## config.mk

```make
export PLATFORM = sky130hd
export DESIGN_NAME = eq_hazard_scoreboard
export DESIGN_NICKNAME = d
export VERILOG_FILES = /design/src/rtl/eq_hazard_scoreboard_pkg.sv /design/src/rtl/eq_hazard_scoreboard_hazard_slot_match.sv /design/src/rtl/eq_hazard_scoreboard.sv
export SDC_FILE = /design/constraint.sdc
export NUM_CORES = 1
export LEC_CHECK = 0
export ABC_CLOCK_PERIOD_IN_PS = 2100
export CELL_PAD_IN_SITES_DETAIL_PLACEMENT = 0
export CELL_PAD_IN_SITES_GLOBAL_PLACEMENT = 1
export CORE_UTILIZATION = 28
export DETAILED_ROUTE_END_ITERATION = 12
export PLACE_DENSITY_LB_ADDON = 0.1
export RECOVER_POWER = 25
export SETUP_SLACK_MARGIN = 0.05
export SYNTH_ARGS = -nofsm -noshare
export SYNTH_HDL_FRONTEND = slang
export SYNTH_SLANG_ARGS = --single-unit
```

## constraint.sdc

```tcl
create_clock -name clk_i -period 2.1 [get_ports clk_i]
set_input_delay 0.21 -clock clk_i [delete_from_list [all_inputs] [get_ports clk_i]]
set_output_delay 0.21 -clock clk_i [all_outputs]
set_load 0.005 [all_outputs]
```

## src/rtl/eq_hazard_scoreboard_pkg.sv

```systemverilog
// ============================================================================
// Module      : eq_hazard_scoreboard_pkg
// Description : Shared types and constants for the ID-stage hazard scoreboard.
// Revision    : 1.0 - initial release
// ============================================================================
`default_nettype none

package eq_hazard_scoreboard_pkg;

    localparam int REG_ADDR_W = 5;
    localparam logic [REG_ADDR_W-1:0] ZERO_REG = '0;

    // Writeback info mirrored from one pipeline register.
    typedef struct packed {
        logic                  v;
        logic                  wr;
        logic [REG_ADDR_W-1:0] addr;
        logic                  ld;
    } slot_t;

    localparam slot_t c_empty_slot = '0;

endpackage

`default_nettype wire

```

## src/rtl/eq_hazard_scoreboard_hazard_slot_match.sv

```systemverilog
// ============================================================================
// Module      : hazard_slot_match
// Description : True when a shadow slot will write a source register in use.
// Revision    : 1.0 - initial release
// ============================================================================
`default_nettype none

module hazard_slot_match
    import eq_hazard_scoreboard_pkg::*;
(
    input  slot_t                 i_slot,
    input  logic [REG_ADDR_W-1:0] i_src_addr,
    input  logic                  i_uses,
    output logic                  o_match
);

    // The zero register is never written, so it can never be a dependency.
    assign o_match = i_uses && i_slot.v && i_slot.wr &&
                     (i_slot.addr == i_src_addr) && (i_src_addr != ZERO_REG);

endmodule

`default_nettype wire

```

## src/rtl/eq_hazard_scoreboard.sv

```systemverilog
// ============================================================================
// Module      : eq_hazard_scoreboard
// Description : ID-stage hazard unit for branch-equality and load-use stalls.
//               EQ_HAZARD_PERF_CNT_EN adds a saturating stall-cycle counter.
// Revision    : 1.0 - initial release
// ============================================================================
`default_nettype none

module eq_hazard_scoreboard
    import eq_hazard_scoreboard_pkg::*;
(
    input  logic                  clk_i,
    input  logic                  rst_n_i,
    input  logic                  pipe_hold_i,
    input  logic                  id_valid_i,
    input  logic [REG_ADDR_W-1:0] id_rs_addr_i,
    input  logic [REG_ADDR_W-1:0] id_rt_addr_i,
    input  logic                  id_uses_rs_i,
    input  logic                  id_uses_rt_i,
    input  logic                  id_is_branch_eq_i,
    input  logic                  id_reg_write_i,
    input  logic [REG_ADDR_W-1:0] id_write_addr_i,
    input  logic                  id_mem_read_i,
    output logic                  stall_o,
    output logic                  ex_bubble_o,
    output logic [31:0]           stall_count_o
);

    slot_t r_exs;
    slot_t r_mems;

    logic [REG_ADDR_W-1:0] w_src_addr [2];
    logic                  w_src_uses [2];
    logic [1:0]            w_exs_hit;
    logic [1:0]            w_mems_hit;
    logic                  w_branch_haz;
    logic                  w_load_use_haz;
    logic                  w_stall;

    assign w_src_addr[0] = id_rs_addr_i;
    assign w_src_addr[1] = id_rt_addr_i;
    assign w_src_uses[0] = id_uses_rs_i;
    assign w_src_uses[1] = id_uses_rt_i;

    generate
        for (genvar i = 0; i < 2; i++) begin : g_src
            hazard_slot_match u_exs_match (
                .i_slot     (r_exs),
                .i_src_addr (w_src_addr[i]),
                .i_uses     (w_src_uses[i]),
                .o_match    (w_exs_hit[i])
            );
            hazard_slot_match u_mems_match (
                .i_slot     (r_mems),
                .i_src_addr (w_src_addr[i]),
                .i_uses     (w_src_uses[i]),
                .o_match    (w_mems_hit[i])
            );
        end
    endgenerate

    // The ID compare only sees EX/MEM forwarding: anything in EX, or a load in MEM, must wait.
    assign w_branch_haz   = id_is_branch_eq_i &&
                            ((|w_exs_hit) || ((|w_mems_hit) && r_mems.ld));
    assign w_load_use_haz = (|w_exs_hit) && r_exs.ld;
    assign w_stall        = id_valid_i && (w_branch_haz || w_load_use_haz);

    assign stall_o     = w_stall;
    assign ex_bubble_o = w_stall;

    always_ff @(posedge clk_i) begin
        if (!rst_n_i) begin
            r_exs  <= c_empty_slot;
            r_mems <= c_empty_slot;
        end else if (!pipe_hold_i) begin
            r_mems <= r_exs;
            r_exs  <= w_stall ? c_empty_slot
                              : {id_valid_i, id_reg_write_i, id_write_addr_i, id_mem_read_i};
        end
    end

`ifdef EQ_HAZARD_PERF_CNT_EN
    logic [31:0] r_stall_count;

    always_ff @(posedge clk_i) begin
        if (!rst_n_i) begin
            r_stall_count <= '0;
        end else if (w_stall && !pipe_hold_i && (r_stall_count != 32'hFFFF_FFFF)) begin
            r_stall_count <= r_stall_count + 32'd1;
        end
    end

    assign stall_count_o = r_stall_count;
`else
    assign stall_count_o = '0;
`endif

endmodule

`default_nettype wire

```

==> impl_metrics.json, run 1 <==
{
  "outcome": "complete, no violations",
  "wl_per_cell_um": 11.70,
  "cts_tree": "yes",
  "hold_path_depth": 2,
  "synth_common_cells": "33 x buf_4, 16 x dfxtp_1, 16 x xnor2_1, 9 x nor2_1",
  "coreArea_um2": 4000,
  "fmax_mhz": 512.1,
  "multi_input_area_um2": 747.0,
  "grtUsageMet1": 0.1629,
  "yosysTopAreaCell": "dfxtp_1",
  "ys_types": 26,
  "power.leakage_nw": 0.6681,
  "clock-sinks": 16,
  "routed_via_density": 4.206,
  "critical-path-max-stage-delay_ns": 0.58,
  "syn_inst": 137,
  "async_flop_share": 0,
  "ir_drop_mv": 0.1476,
  "use_met3": 0.01724,
  "fp.dieH_um": 66.36,
  "drive_gt1_frac": 0.2459,
  "firstDrtPassIters": 4,
  "dp_hpwl_mm": 2.196,
  "hold_class": "register to register",
  "clock_latency_ns": 0.24,
  "post-place-cells": 229,
  "num_rows": 23,
  "synth_edf_count": 0,
  "synth.area.top_cells": "dfxtp_1 28%, buf_4 21%, xnor2_1 12%",
  "io_pins": 58,
  "initialDrtViolationCount": 19,
  "place.gp.congestion": 0.7805,
  "crit_path_start_kind": "input pin",
  "worstPathArrival_ns": 1.74,
  "fin_setup_tns_ns": 0,
  "grt_pass1_vias": 927,
  "period_share": 0.9299,
  "drt_wl_total_mm": 2.727,
  "grt_util_met2": 0.2270,
  "drv_cap": 0,
  "critPathRequiredTime_ns": 1.89,
  "setup_viol": 0,
  "die-area_um2": 4404,
  "netlist.area_leader.share": 0.2762,
  "hold_viol": 0,
  "period_needed_ns": 1.953,
  "finClkSkew_ns": 0.002429,
  "finalMaxSlewViolations": 0,
  "crit_fanout": 3,
  "cts_max_path_buffers": 2,
  "die_width_um": 66.36,
  "regArea_um2": 325.3,
  "root_buffer": "clkbuf_8",
  "drc": 0,
  "initial_core_util": 0.2900,
  "final_cells": 233,
  "antenna_found_initial": 0,
  "path_class": "input pin to output port",
  "n_antenna_cell": 0,
  "path_clk_slew_ns": 0.06,
  "powerDensity_nw_per_um2": 457.7,
  "grt_overflow": 0,
  "synth_seq_area_share": 0.2762,
  "port_buffers": 25,
  "slowest_stage": "clkdlybuf4s50_1",
  "syn_area_um2": 1160,
  "synthToLayoutAreaGrowth_pct": 37.65,
  "top_usage_layer": "met2",
  "rsz0062_at_grt": "false",
  "postRouteAntennaNets": 0,
  "cp-end-kind": "output port",
  "synth-main-ff-cell": "dfxtp_1",
  "yosysMostFrequentCell": "buf_4",
  "synth_area_per_cell_um2": 8.466,
  "crit_chain": "clkdlybuf4s50_1 -> xnor2_1 -> nand4_1 -> nor4_4 -> o2111ai_2 -> o21ai_2 -> buf_2",
  "grt_max_degree": 15,
  "fillCellCount": 416,
  "grt_pass1_wl_mm": 4.284,
  "final_net_count": 209,
  "numCtsBuffers": 3,
  "vias": 980,
  "htreeDepth": 1,
  "grt_usage": 0.1319,
  "worstRegToRegCells": 8,
  "synth-seq-cells": 16,
  "yosys_warnings": 0
}
==> path summary, 6_finish.rpt <==
kind / start / end / slack [ns]
max: id_rt_addr_i[4] / ex_bubble_o / 0.15
min: r_mems[6] / r_mems[6] / 0.50
max reg2reg: r_exs[5] / r_exs[7] / 0.27
min reg2reg: r_mems[6] / r_mems[6] / 0.50
==> power by group <==
part	leakage, nW	total, mW	internal, mW	switching [mW]
clock	0.0216	0.223	0.127	0.0958
sequential	0.133	0.333	0.319	0.0140
combinational	0.514	0.175	0.0933	0.0818
==> cell usage in the layout, fill, tap and decap left out, types with 4 or more instances in the layout <==
cell type        netlist  routed
conb_1                 1      32
buf_4                 33      23
xnor2_1               16      16
clkdlybuf4s50_1        0      13
dfxtp_1               16      12
mux2i_1                8       8
nor2_1                 9       8
nand3b_1               7       7
nand3_1                7       7
o21ai_1                8       7
dlygate4sd2_1          0       5
nand4_1                4       4
xor2_1                 4       4
dfxtp_2                0       4
==> cell families after synthesis <==
kind of cell           count (synthesis)  synth area share
AO/OA/AOI/OAI                         16           0.09169
XOR/XNOR                              20            0.1510
buffers and inverters                 39            0.2341
flip-flops                            16            0.2762
multiplexers                           8           0.06904
other                                  1          0.003233
AND/OR/NAND/NOR                       37            0.1747
==> per-layer routing <==
layer	wire, um	up-vias
met5	0	-
met4	27	0
met3	142	2
met2	1362	38
met1	1193	438
li1	-	502
==> sequential cells by signal, indices dropped and copies added (netlist names) <==
name,count
r_exs,8
r_mems,8
==> worst max-delay path, delay by kind of cell <==
kind	cells	cell delay, ns
AND/OR/NAND/NOR	2	0.38
buffers and inverters	2	0.73
XOR/XNOR	1	0.15
AO/OA/AOI/OAI	2	0.27
==> final cells by class <==
cell class | instances | share of cell area
clock buffers | 3 | 0.02586
inverters | 3 | 0.007053
well taps | 50 | 0.03918
repair buffers | 48 | 0.2563
flip-flops and latches | 16 | 0.2038
multi-input cells | 113 | 0.4679
==> what timing repair did <==
action | 4_1_cts | 5_1_grt
endpoints found under the setup margin | 2 | 2
pin swaps | 5 | 7
hold buffers | 0 | 0
buffers inserted | 0 | 1
gates cloned | 0 | 0
gates resized for setup | 31 | 7
==> through the flow <==
step | hold WS (ns) | setup slack [ns] | total power, mW | util | cell area (um^2)
3_3_place_gp | 0.4790 | -0.4088 | 0.5093 | 0.3735 | 1494
6_report | 0.5039 | 0.1473 | 0.7307 | 0.3991 | 1597
3_5_place_dp | 0.4951 | -0.4311 | 0.5090 | 0.3735 | 1494
5_1_grt | 0.5387 | 0.05094 | 0.7692 | 0.3991 | 1597
4_1_cts | 0.5088 | 0.08642 | 0.7346 | 0.3932 | 1573
2_1_floorplan | 0.3660 | 0.4273 | 0.4578 | - | 1276
Note: power is estimated with default switching activity, not from simulation.
==> inputs of run 2 (changes only) <==
--- a/config.mk
+++ b/config.mk
@@ -11,7 +11,6 @@
 export CORE_UTILIZATION = 28
 export DETAILED_ROUTE_END_ITERATION = 12
 export PLACE_DENSITY_LB_ADDON = 0.1
-export RECOVER_POWER = 25
 export SETUP_SLACK_MARGIN = 0.05
 export SYNTH_ARGS = -nofsm -noshare
 export SYNTH_HDL_FRONTEND = slang
==> impl_metrics.json, run 2 (synthesized netlist as in run 1, its figures left out) <==
{
  "path_class": "input pin to output port",
  "clock_latency_ns": 0.24,
  "port_buffers": 25,
  "crit_path_start_kind": "input pin",
  "period_share": 0.9299,
  "final_net_count": 209,
  "num_rows": 23,
  "drv_cap": 0,
  "drt_wl_total_mm": 2.727,
  "layout_common_cells": "32 x conb_1, 23 x buf_4, 16 x xnor2_1",
  "initial_core_util": 0.2900,
  "cp-end-kind": "output port",
  "dp_hpwl_mm": 2.196,
  "whs_ns": 0.5039,
  "fmax_mhz": 512.1,
  "period_needed_ns": 1.953,
  "finClkSkew_ns": 0.002429,
  "drc": 0,
  "vias": 980,
  "cp-startpoint": "id_rt_addr_i[4]",
  "ir_drop_mv": 0.1476,
  "reg.largest.list": "r_exs (8), r_mems (8)",
  "grt_usage": 0.1319,
  "root_buffer": "clkbuf_8",
  "postRouteAntennaNets": 0,
  "die-area_um2": 4404,
  "drive_gt1_frac": 0.2459,
  "crit_fanout": 3,
  "firstDrtPassIters": 4,
  "grt_overflow": 0,
  "die_width_um": 66.36,
  "path_clk_slew_ns": 0.06,
  "initialDrtViolationCount": 19,
  "hold_class": "register to register",
  "fp.dieH_um": 66.36,
  "setup_viol": 0,
  "antenna_found_initial": 0,
  "coreArea_um2": 4000,
  "fillCellCount": 416,
  "min-delay-start": "r_mems[6]",
  "regArea_um2": 325.3,
  "grt_pass1_wl_mm": 4.284,
  "numCtsBuffers": 3,
  "synthToLayoutAreaGrowth_pct": 37.65,
  "place.gp.congestion": 0.7805,
  "htreeDepth": 1,
  "cts_tree": "yes",
  "cts_max_path_buffers": 2,
  "fin_ws_ns": 0.1473,
  "io_pins": 58,
  "rsz0062_at_grt": "false",
  "cts_hold_buf": 0,
  "critPathRequiredTime_ns": 1.89,
  "finalMaxSlewViolations": 0,
  "clock-sinks": 16,
  "wl_per_cell_um": 11.70,
  "routed_via_density": 4.206,
  "powerDensity_nw_per_um2": 457.9,
  "power.leakage_nw": 0.6679,
  "multi_input_area_um2": 747.0,
  "hold_viol": 0,
  "rr_startpoint": "r_exs[5]",
  "grt_max_degree": 15,
  "outcome": "complete, no violations",
  "grt_pass1_vias": 927,
  "dp_slack_ns": -0.4311,
  "n_antenna_cell": 0,
  "worstPathArrival_ns": 1.74,
  "final_common_cell": "conb_1"
}
==> run 2: cell count changes in the layout (fill, tap and decap cells not counted) <==
cell / previous run / this run
dlygate4sd3_1: 1 / 0
clkdlybuf4s50_1: 13 / 14
==> run 2: path summary, 6_finish.rpt <==
| path | endpoint | slack, ns | cells past startpoint |
|---|---|---|---|
| worst max-delay path | ex_bubble_o | 0.15 | 7 |
| worst min-delay path | r_mems[6] | 0.50 | 2 |
| worst max register to register | r_exs[7] | 0.27 | 8 |
| worst min register to register | r_mems[6] | 0.50 | 2 |
==> run 2: area by class of cell <==
cell class / instances / area share
Inverter: 3 / 0.007053
Clock buffer: 3 / 0.02586
Timing Repair Buffer: 48 / 0.2563
Multi-Input combinational cell: 113 / 0.4679
Sequential cell: 16 / 0.2038
Tap cell: 50 / 0.03918
==> run 2: worst max-delay path: stages <==
cell             delay, ns
clkdlybuf4s50_1       0.58
xnor2_1               0.15
nand4_1               0.17
nor4_4                0.21
o2111ai_2             0.16
o21ai_2               0.11
buf_2                 0.15
==> run 2: metrics by stage <==
| stage | instances | power (mW) | setup TNS [ns] | cell area (um^2) | utilization |
|---|---|---|---|---|---|
| global route | 233 | 0.7696 | 0 | 1597 | 0.3991 |
| global placement | 229 | 0.5093 | -1.652 | 1494 | 0.3735 |
| CTS | 232 | 0.7346 | 0 | 1573 | 0.3932 |
| finish | 233 | 0.7311 | 0 | 1597 | 0.3991 |
| detailed placement | 229 | 0.5090 | -1.945 | 1494 | 0.3735 |
| floorplan | 168 | 0.4578 | 0 | 1276 | - |
==> run 2: timing repair <==
item                       4_1_cts  5_1_grt
resized for setup               31        7
pin swaps                        5        7
setup endpoints to repair        2        2
setup buffers                    0        1
==> run 2: per-layer routing <==
| layer | vias up | track usage | routed length, um |
|---|---|---|---|
| met5 | - | 0 | 0 |
| met4 | 0 | 0.05585 | 27 |
| met3 | 2 | 0.01724 | 142 |
| met2 | 38 | 0.2270 | 1362 |
| met1 | 438 | 0.1629 | 1193 |
| li1 | 502 | - | - |
==> run 2: where the power goes <==
group          switching, mW  internal, mW
Clock                 0.0958         0.127
Combinational         0.0818        0.0937
Sequential            0.0140         0.319
==> edit 1, RTL diff (flow settings as in run 1) <==
Change the package constant `REG_ADDR_W` from 5 to 6.
--- a/src/rtl/eq_hazard_scoreboard_pkg.sv
+++ b/src/rtl/eq_hazard_scoreboard_pkg.sv
@@ -7,7 +7,7 @@
 
 package eq_hazard_scoreboard_pkg;
 
-    localparam int REG_ADDR_W = 5;
+    localparam int REG_ADDR_W = 6;
     localparam logic [REG_ADDR_W-1:0] ZERO_REG = '0;
 
     // Writeback info mirrored from one pipeline register.
Interface: changed (resized id_rs_addr_i, id_rt_addr_i and id_write_addr_i); port bits go from 58 to 61. The function was not compared with the original's and may differ.
==> edit 1 against run 1 <==
Power grew 15%. Largest cell class unchanged. Fmax is essentially flat. Design area rose by 11%. Wire length is 16% higher. Non-clock buffer count rose by 4. Sequential cell count increased by 2. First-iteration DRC count increased to 4.1 times the old value. Register-to-register slack worse by 0.02 ns. Worst setup slack better by 0.0014 ns. Synthesized area up 16%. Critical path type is now reg -> out. The flow now finishes with violations (design-rule violations).
==> edit 1: results (changes against run 1) <==
For the setup skew after layout, the log shows 0.00197 ns (-0.000455 ns). The final estimated routing congestion in global placement is 0.838 (+7.4%), and the final-stage net count is 225 (+7.7%). The number of detailed-routing iterations run before antenna repair is 8 (+4), and the number of buffers added on ports is 28 (+12%).

By area the synthesized netlist is led by dfxtp_1 (27%), buf_4 (18%), xor2_1 (16%). The DRC marker count from the first detailed-route iteration is 77 (+58). The commonest cells after synthesis are buf_4 (33), xor2_1 (24), dfxtp_1 (18). The routed length on met3 was 200 um (+41%); the biggest cell delay along the critical path was 0.34 ns (-0.24 ns).

The run gives 1660 um2 (+11%) as the cell area reported after detailed placement. For the met2 routed wirelength, the log shows 1.31 mm (-4.1%). In the final layout, the registers with the most flip-flops are r_exs: 9 flops, r_mems: 9 flops. The fraction of layout instances using a drive strength above 1 was 22.3% (-2.3 points). The post-synthesis instance total was 150 (+9.5%). The run finished, with violations left.

The global routing met3 resource utilization was 2.11% (+0.39 points). The routed metal-1 wirelength is 1.62 mm (+36%), and the overall fraction of global-route tracks in use is 12.9% (-0.32 points). Portion of the clock cycle consumed by the worst path in the final layout: 92.9% (about the same). The checks that failed: design-rule violations. The maximum number of pins on one net before global-route repair was 28 (+13); the final routed DRC violation total was 5 (+5). The tools report the reg-to-reg setup timing slack as 0.25 ns (-0.02 ns). The critical-path cell with the highest stage delay was dfxtp_1. The run gives 472 (+13%) as the final-layout fill cell count. The met1 usage in global routing came out at 18.8% (+2.5 points).
## edit 1: final timing paths
| kind | start | endpoint | cells after the start |
|---|---|---|---|
| worst min register to register | r_exs[7]$_SDFFE_PN0N_ | r_exs[7]$_SDFFE_PN0N_ | 2 |
| worst min-delay path | r_exs[7]$_SDFFE_PN0N_ | r_exs[7]$_SDFFE_PN0N_ | 2 |
| worst max-delay path | r_mems[3]$_SDFFE_PN0N_ | stall_o | 6 |
| worst max register to register | r_mems[6]$_SDFFE_PN0N_ | r_exs[6]$_SDFFE_PN0N_ | 8 |
## edit 1: layout make-up
cell class	instances	area (um2)	area share, %
Tap cell	52	65.1	3.66
Clock buffer	4	55.1	3.10
Multi-Input combinational cell	123	855	48.1
Sequential cell	18	369	20.8
Timing Repair Buffer	52	433	24.4
## edit 1: critical path: cells and delay by family (launching register included)
family	cells	cell delay, ns
compound gates	1	0.24
xor+xnor	1	0.16
simple gates	3	0.63
buf+inv	1	0.11
flops	1	0.34
## edit 1: power by group
group          switching [uW]  internal [uW]  total, uW
Combinational            85.3           94.0        179
Clock                     119            167        285
Sequential               17.3            358        375
Total                     221            618        840
## edit 1: logic make-up after synthesis
group	Yosys count	share of synthesized area, %
and+or+nand+nor	45	21.5
buffers and inverters	40	20.4
xor gates and xnor gates	24	15.6
DFF	18	26.8
AOI/OAI and AO/OA	13	8.74
muxes	9	6.69
other	1	0.279
## edit 1: metrics by stage
stage,hold WS [ns],util (%)
after floorplan,0.374,-
after global placement,0.499,37.1
after detailed placement,0.512,37.1
after CTS,0.522,39.0
after global routing,0.531,39.7
final,0.522,39.7
## edit 1: what timing repair did
action | 4_1_cts | 5_1_grt
cloned | 0 | 0
setup endpoints to repair | 2 | 2
gates resized for setup | 25 | 9
setup buffers | 4 | 3
pin swaps | 10 | 7
==> edit 2, RTL diff (config.mk and constraints of run 1) <==
Without the edit above. The option `EQ_HAZARD_PERF_CNT_EN` is turned on by a define.
--- a/src/rtl/eq_hazard_scoreboard.sv
+++ b/src/rtl/eq_hazard_scoreboard.sv
@@ -5,6 +5,8 @@
 // Revision    : 1.0 - initial release
 // ============================================================================
 `default_nettype none
+
+`define EQ_HAZARD_PERF_CNT_EN
 
 module eq_hazard_scoreboard
     import eq_hazard_scoreboard_pkg::*;
Check against the original RTL: not equivalent (Yosys sat finds a counterexample within 4 cycles, from zero or initial values and one cycle with rst_n_i low).
==> edit 2 against run 1 <==
Via count grew to 2.9 times the old value. Largest cell class unchanged. Highest routed layer unchanged. Critical path depth shrank 2. Sequential cell count grew 32. Wire length grew to 3.2 times the old value. Combinational power grew 5%. Design area grew to 2.8 times the old value. The run now ends with negative setup slack left. Power grew to 2.6 times the old value. Die area grew 120%. Worst setup slack lost 0.28 ns. Synthesized area grew 130%.
==> edit 2: results (changes against run 1) <==
The number of buffers inserted to repair setup after CTS is 6 (+6). The post-route worst setup slack is -0.131 ns (-0.278 ns). The wire length of the first global-routing pass is 14.1 mm (+230%). Highest ir drop seen on vdd: 0.350 mV (+140%). Path class of the lowest-slack min-delay path: in -> reg. The total of endpoints with negative setup slack in the final report is 23 (+23).

The synthesized flop and latch total was 48 (+32); the count of cells resized by post-cts repair was 63 (+100%). The worst reg2reg path endpoint is stall_count_o[28]$_SDFFE_PN0P_. The final estimated routing congestion in global placement was 0.786 (+0.65%). The non-clock buffer contribution to total cell area is 30.3% (+4.7 points), and the clock latency of the later-clocked register in the worst-skew pair is 0.31 ns (+0.07 ns). The checks that failed: negative setup slack.

Total power divided by cell area: 421 nW/um2 (-8.0%). Share of the final layout cell area in sequential cells: 21.9% (+1.6 points). The register area share after synthesis was 36.4% (+8.8 points); the met2 track demand over resource was 32.1% (+9.4 points). The run gives 0.00162 uW (+140%) as the static leakage. Number of cells on the worst hold path: 3 (+1). The proportion of cell area spent on the clock network works out to 2.85% (+0.26 points). Highest fanout seen on the critical path: 18 (+15). The global routing met3 resource utilization came out at 3.30% (+1.6 points). The biggest cell delay along the critical path works out to 0.70 ns (+0.12 ns).

The run gives 2.42 ns (+0.68 ns) as the data arrival time of the critical path. The launch point of the critical path is pipe_hold_i. DRC marker count from the first detailed-route iteration: 89 (+70).

The total number of vias was 2,843 (+190%); the average cell area after synthesis was 8.47 um2 (about the same). For the cell area reported after detailed placement, the log shows 3790 um2 (+150%). For the multi-input logic cell count, the log shows 240 (+110%).

The path with the worst hold slack has its endpoint at r_exs[4]$_SDFFE_PN0N_. The setup skew after layout was 0.0143 ns (+0.0118 ns); the final-stage net count was 471 (+130%). The post-detailed-route via-to-cell ratio was 5.09 (+21%); the number of levels the H-tree was split into was 2 (+1).

The count of plain and timing-repair buffers in the layout was 147 (+210%). The run finished, with violations left. The portion of total power attributed to sequential cells was 50.0% (+4.4 points). The launching point of the worst reg2reg path was r_mems[2]$_SDFFE_PN0N_.
==> edit 2: how the worst max path moves through the flow <==
stage / end / slack, ns / depth (start not counted)
2_1_floorplan: stall_count_o[29]$_SDFFE_PN0P_ / 0.06 / 8
3_3_place_gp: stall_o / -0.55 / 10
3_5_place_dp: stall_count_o[11]$_SDFFE_PN0P_ / -0.60 / 11
4_1_cts: stall_count_o[24]$_SDFFE_PN0P_ / -0.14 / 10
5_1_grt: stall_count_o[28]$_SDFFE_PN0P_ / -0.20 / 10
6_report: stall_count_o[31]$_SDFFE_PN0P_ / -0.13 / 5
==> edit 2: cell families after synthesis <==
| family | after synthesis | synth area share (%) |
|---|---|---|
| DFF | 48 | 36.4 |
| xor gates and xnor gates | 21 | 6.96 |
| adders and majority gates | 1 | 0.474 |
| and+or+nand+nor | 140 | 31.2 |
| buffers and inverters | 24 | 4.55 |
| AOI/OAI and AO/OA | 63 | 14.7 |
| muxes | 15 | 5.68 |
